==> src/rtl/morse_keyer_seq.sv <==
// Morse keyer sequencer: keys one character or word space per valid/ready transfer,
// timing marks and gaps from NCO dot-unit ticks. Build macro FARNSWORTH_EN stretches gaps.
module morse_keyer_seq #(
  parameter int MAX_LEN    = 5,
  parameter int DASH_UNITS = 3,
  parameter int SYM_GAP    = 1,
  parameter int CHAR_GAP   = 3,
  parameter int WORD_EXTRA = 4,
  parameter int FW_MULT    = 3
) (
  input  logic               clk_in,
  input  logic               rst,
  input  logic               tick,
  input  logic               in_valid,
  output logic               in_ready,
  input  logic [2:0]         in_len,
  input  logic [MAX_LEN-1:0] in_code,
  input  logic               in_space,
  output logic               nco_rst,
  output logic               key_out,
  output logic               busy,
  output logic               char_done
);

  function automatic int imax(input int a, input int b);
    return (a > b) ? a : b;
  endfunction

`ifdef FARNSWORTH_EN
  localparam int GAP_MULT = FW_MULT;
`else
  // FW_MULT is intentionally inert when Farnsworth spacing is not built in
  localparam int GAP_MULT = (FW_MULT != 0) ? 1 : 1;
`endif

  localparam int CHAR_UNITS = CHAR_GAP * GAP_MULT;
  localparam int WORD_UNITS = WORD_EXTRA * GAP_MULT;
  localparam int MAX_UNITS  = imax(imax(DASH_UNITS, SYM_GAP), imax(CHAR_UNITS, WORD_UNITS));
  localparam int CW         = imax(3, $clog2(MAX_UNITS + 1));

  localparam logic [CW-1:0] DOT_T   = CW'(1);
  localparam logic [CW-1:0] DASH_T  = CW'(DASH_UNITS);
  localparam logic [CW-1:0] SGAP_T  = CW'(SYM_GAP);
  localparam logic [CW-1:0] CGAP_T  = CW'(CHAR_UNITS);
  localparam logic [CW-1:0] WGAP_T  = CW'(WORD_UNITS);
  localparam logic [2:0]    LEN_MAX = 3'(MAX_LEN);

  localparam logic [2:0] IDLE  = 3'd0;
  localparam logic [2:0] SYNC  = 3'd1;
  localparam logic [2:0] MARK  = 3'd2;
  localparam logic [2:0] SPACE = 3'd3;
  localparam logic [2:0] GAP   = 3'd4;

  logic [2:0]         state_reg;
  logic [CW-1:0]      cnt_reg;
  logic [CW-1:0]      gap_tgt_reg;
  logic [2:0]         rem_reg;
  logic [MAX_LEN-1:0] code_reg;
  logic               space_reg;
  logic               key_reg;
  logic               ready_reg;
  logic               busy_reg;
  logic               done_reg;
  logic               nco_reg;

  logic [CW-1:0] unit_tgt;
  logic [CW:0]   cnt_inc;
  logic          unit_hit;

  always_comb begin
    unit_tgt = gap_tgt_reg;
    case (state_reg)
      MARK:    unit_tgt = code_reg[MAX_LEN-1] ? DASH_T : DOT_T;
      SPACE:   unit_tgt = SGAP_T;
      default: unit_tgt = gap_tgt_reg;
    endcase
  end

  // The counter only advances below its target, so it can never wrap.
  assign cnt_inc  = {1'b0, cnt_reg} + (CW+1)'(1);
  assign unit_hit = tick && (cnt_inc >= {1'b0, unit_tgt});

  always_ff @(posedge clk_in) begin
    if (!rst) begin
      state_reg   <= IDLE;
      cnt_reg     <= '0;
      gap_tgt_reg <= '0;
      rem_reg     <= '0;
      code_reg    <= '0;
      space_reg   <= 1'b0;
      key_reg     <= 1'b0;
      ready_reg   <= 1'b0;
      busy_reg    <= 1'b0;
      done_reg    <= 1'b0;
      nco_reg     <= 1'b0;
    end else begin
      done_reg <= 1'b0;
      nco_reg  <= 1'b1;
      case (state_reg)
        IDLE: begin
          key_reg   <= 1'b0;
          busy_reg  <= 1'b0;
          ready_reg <= 1'b1;
          cnt_reg   <= '0;
          if (in_valid && ready_reg) begin
            ready_reg <= 1'b0;
            busy_reg  <= 1'b1;
            nco_reg   <= 1'b0;
            rem_reg   <= (in_len > LEN_MAX) ? LEN_MAX : in_len;
            code_reg  <= in_code;
            space_reg <= in_space;
            state_reg <= SYNC;
          end
        end
        SYNC: begin
          cnt_reg <= '0;
          if (space_reg) begin
            gap_tgt_reg <= WGAP_T;
            state_reg   <= GAP;
          end else if (rem_reg == 3'd0) begin
            gap_tgt_reg <= CGAP_T;
            state_reg   <= GAP;
          end else begin
            key_reg   <= 1'b1;
            state_reg <= MARK;
          end
        end
        MARK: begin
          if (unit_hit) begin
            cnt_reg <= '0;
            key_reg <= 1'b0;
            if (rem_reg > 3'd1) begin
              rem_reg   <= rem_reg - 3'd1;
              code_reg  <= code_reg << 1;
              state_reg <= SPACE;
            end else begin
              gap_tgt_reg <= CGAP_T;
              state_reg   <= GAP;
            end
          end else if (tick) begin
            cnt_reg <= cnt_inc[CW-1:0];
          end
        end
        SPACE: begin
          if (unit_hit) begin
            cnt_reg   <= '0;
            key_reg   <= 1'b1;
            state_reg <= MARK;
          end else if (tick) begin
            cnt_reg <= cnt_inc[CW-1:0];
          end
        end
        GAP: begin
          if (unit_hit) begin
            cnt_reg   <= '0;
            done_reg  <= 1'b1;
            ready_reg <= 1'b1;
            busy_reg  <= 1'b0;
            state_reg <= IDLE;
          end else if (tick) begin
            cnt_reg <= cnt_inc[CW-1:0];
          end
        end
        default: begin
          key_reg   <= 1'b0;
          state_reg <= IDLE;
        end
      endcase
    end
  end

  assign in_ready  = ready_reg;
  assign nco_rst   = nco_reg;
  assign key_out   = key_reg;
  assign busy      = busy_reg;
  assign char_done = done_reg;

endmodule

==> config.mk <==
export PLATFORM = sky130hd
export DESIGN_NAME = morse_keyer_seq
export DESIGN_NICKNAME = d
export VERILOG_FILES = /design/src/rtl/morse_keyer_seq.sv
export SDC_FILE = /design/constraint.sdc
export NUM_CORES = 1
export LEC_CHECK = 0
export CORE_MARGIN = 10
export CORE_UTILIZATION = 50
export DETAILED_ROUTE_END_ITERATION = 6
export PLACE_DENSITY_LB_ADDON = 0.15
export SLEW_MARGIN = 15
export SYNTH_ARGS = -nofsm -noshare
export SYNTH_HDL_FRONTEND = slang
export SYNTH_SLANG_ARGS = --single-unit
==> constraint.sdc <==
create_clock -name clk_in -period 2.8 [get_ports clk_in]
set_clock_uncertainty 0.15 [all_clocks]
set_input_delay 0.84 -clock clk_in [delete_from_list [all_inputs] [get_ports clk_in]]
set_output_delay 0.84 -clock clk_in [all_outputs]
set_load 0.02 [all_outputs]
==> metrics.md <==
| Metric | Value |
|---|---|
| Status | complete, no violations |
| WL/cell | 15.11 um |
| Top Metal Used | met4 |
| CP startpoint | state_reg[2] |
| Largest net degree at the start of global routing | 23 |
| Path type of the worst min-delay path | reg -> reg |
| Post-synth top flop | dfxtp_1 |
| WL met1 | 1409 um |
| Syn nets | 179 |
| Sequential area share after synthesis | 31.15% |
| EDFF count, synth | 0 |
| P_leak | 0.6695 nW |
| Clock power frac | 22.7% |
| Sw frac | 32.61% |
| Syn Area/Cell | 8.892 um2 |
| DRC | 0 |
| Number of port buffers | 17 |
| Clk sinks | 22 |
| Area grow syn2layout | 18.05% |
| Most frequent cells in the layout | dfxtp_1, nand2_1, clkdlybuf4s50_1 |
| Metal2 WL | 1538 um |
| Layout fillers | 232 |
| Worst-path clk slew | 0.13 ns |
| Peak supply drop | 0.3716 mV |
| Switch Pwr | 0.2604 mW |
| Total of max-cap violations | 0 |
| Hold_buf cts | 0 |
| Pint | 0.5379 mW |
| Cells after synthesis | 159 |
| Core area | 0.002734 mm2 |
| Yosys warnings | 0 |
| Max reg flops | 5 |
| First-pass GRT wire length | 5375 um |
| Hpwl dp | 2448 um |
| Number of global-route vias before repair | 1152 |
| Final worst path period share | 86.04% |
| Mapped cell area | 0.001414 mm2 |
| DR pass1 iterations | 4 |
| Fin cells | 209 |
| Worst slew margin | 59.13% |
| Routability cong. | 0.8162 |
| WHS Endpoint | code_reg[1] |
| Worst-Skew Late Latency | 0.32 ns |
| Vias | 1237 |
| H-Tree Depth | 1 |
| Ant diodes | 0 |
| Die X-Extent | 73.18 um |
| Placed cells | 205 |
| Async set or reset register ratio after synthesis | 0% |
| Postcts setup bufs | 0 |
| RSZ-0062 raised after global routing | no |
| Initial core utilization | 51.72% |
| Hold depth | 2 |
| CTS root buffer | clkbuf_4 |
| R2R Path Start | state_reg[2] |
| Final Max Tran Viols | 0 |
| Critical path arrival | 2.49 ns |
| # resized after CTS | 0 |
| Final ANT Viol Nets | 0 |
| Max Clock Freq | 0.4151 GHz |
| Share of cells above drive strength 1 | 15.17% |
| Layout Nets | 199 |
| Setup TNS | 0 ns |
| Total Power | 0.7983 mW |
| Hold Startpoint | code_reg[1] |
| Flop2flop setup slack | 0.39 ns |
| Top Ports | 18 |
| Die Y | 73.18 um |
| Number of distinct library cells after synthesis | 52 |
| DR WL met3 | 177 um |
| RR Endpoint | cnt_reg[2] |
| FF+latch count, synth | 22 |
| Fin. Hold Viols | 0 |
| Kind of critical path | reg -> reg |
| GR Util All Layers | 12.17% |
| Tmin final | 2.409 ns |
| TritonCTS clock tree | done |
| Maximum clock insertion buffer count | 2 |
| Gr ovfl total | 0 |
| Worst Path Required | 2.88 ns |
| Die area | 0.005355 mm2 |
| Cell Rows | 19 |
| Initial antenna violation count | 0 |
| Initial detailed-routing violation count | 105 |
| Crit path max fanout | 8 |
| Crit. End Element | flip-flop |
| CP Launch Type | flip-flop |
| Power share of the sequential group | 45.8% |
| Commonest non-fill, non-tap cell in the layout | dfxtp_1 |
| Power Density | 478.3 mW/mm2 |
| Comb power frac | 31.4% |
| Num CTS Buffers | 3 |
| R2R depth | 8 |
| Setup violators final | 0 |
| Post-Route WL | 3159 um |
| Slew @ Worst Pin | 0.6075 ns |
| Vias per inst | 5.919 |
## worst max path at each step
stage            endpoint  slack, ns  depth (start not counted)
2_1_floorplan  cnt_reg[0]       0.56                          9
3_3_place_gp    space_reg       0.30                          5
3_5_place_dp    space_reg       0.28                          5
4_1_cts        cnt_reg[2]       0.38                          8
5_1_grt        cnt_reg[2]       0.19                          8
6_report       cnt_reg[2]       0.39                          8
## worst max-delay path, stage by stage, from the launching register on
cell and delay [ns]:
dfxtp_1 0.50, nor2b_1 0.12, and3_1 0.19, a21oi_1 0.12
ha_1 0.20, o21ai_1 0.08, o21ai_1 0.42, a2111oi_0 0.19
a311o_1 0.34
## synthesized netlist by cell type, types with 2 or more instances
cell type / number / area share [%]
ha_1: 7 / 6.2
a21oi_1: 7 / 2.5
o211ai_1: 2 / 1.1
o21ai_1: 2 / 0.71
nand3b_1: 2 / 1.1
nand3_1: 4 / 1.4
nand2b_1: 4 / 1.8
nor2b_1: 4 / 1.8
nor3b_2: 3 / 2.7
inv_1: 7 / 1.9
o21a_1: 5 / 2.7
and3_1: 3 / 1.3
mux2_2: 4 / 3.2
a211oi_1: 3 / 1.6
clkbuf_1: 4 / 1.1
a31oi_1: 3 / 1.3
buf_2: 4 / 1.4
o211a_1: 2 / 1.4
mux2i_1: 7 / 5.0
nor3_1: 2 / 0.71
nor4_1: 2 / 0.88
o21ai_0: 2 / 0.71
nor2_1: 7 / 1.9
dfxtp_1: 22 / 31
a2111o_1: 2 / 1.6
nand2_1: 19 / 5.0
## through the flow
step	cell area, um2	util, %	setup WS, ns	hold slack, ns
4_1_cts	1669	61.05	0.3774	0.3281
2_1_floorplan	1414	-	0.5575	0.2836
6_report	1669	61.05	0.3909	0.3214
3_3_place_gp	1633	59.73	0.2972	0.2922
5_1_grt	1669	61.05	0.1906	0.3483
3_5_place_dp	1633	59.73	0.2850	0.3106
## layer usage
layer  up-vias  track usage [%]
li1        624                -
met1       575            14.94
met2        34            19.58
met3         4            3.946
met4         0            3.586
met5         -                0
## cell families after synthesis
family	count (synthesis)	share of synthesized area [%]
mux	11	8.142
flops	22	31.15
simple gates	57	23.01
compound gates	44	25.75
fa+ha+maj	7	6.194
xor+xnor	1	0.6196
buf+inv	17	5.133
## power by group through the flow
stage / Sequential [mW] / Combinational [mW] / Clock [mW]
2_1_floorplan: 0.375 / 0.170 / 0
3_3_place_gp: 0.371 / 0.247 / 0
3_5_place_dp: 0.373 / 0.252 / 0
4_1_cts: 0.366 / 0.253 / 0.186
5_1_grt: 0.371 / 0.277 / 0.204
6_report: 0.366 / 0.251 / 0.182
## layout make-up
type / count / area, um2 / share of cell area (%)
Clock buffer: 4 / 36.28 / 2.174
Sequential cell: 22 / 440.4 / 26.39
Tap cell: 31 / 38.79 / 2.324
Multi-Input combinational cell: 120 / 900.9 / 53.97
Inverter: 8 / 30.03 / 1.799
Timing Repair Buffer: 24 / 222.7 / 13.34
Note: power is estimated with default switching activity, not from simulation.
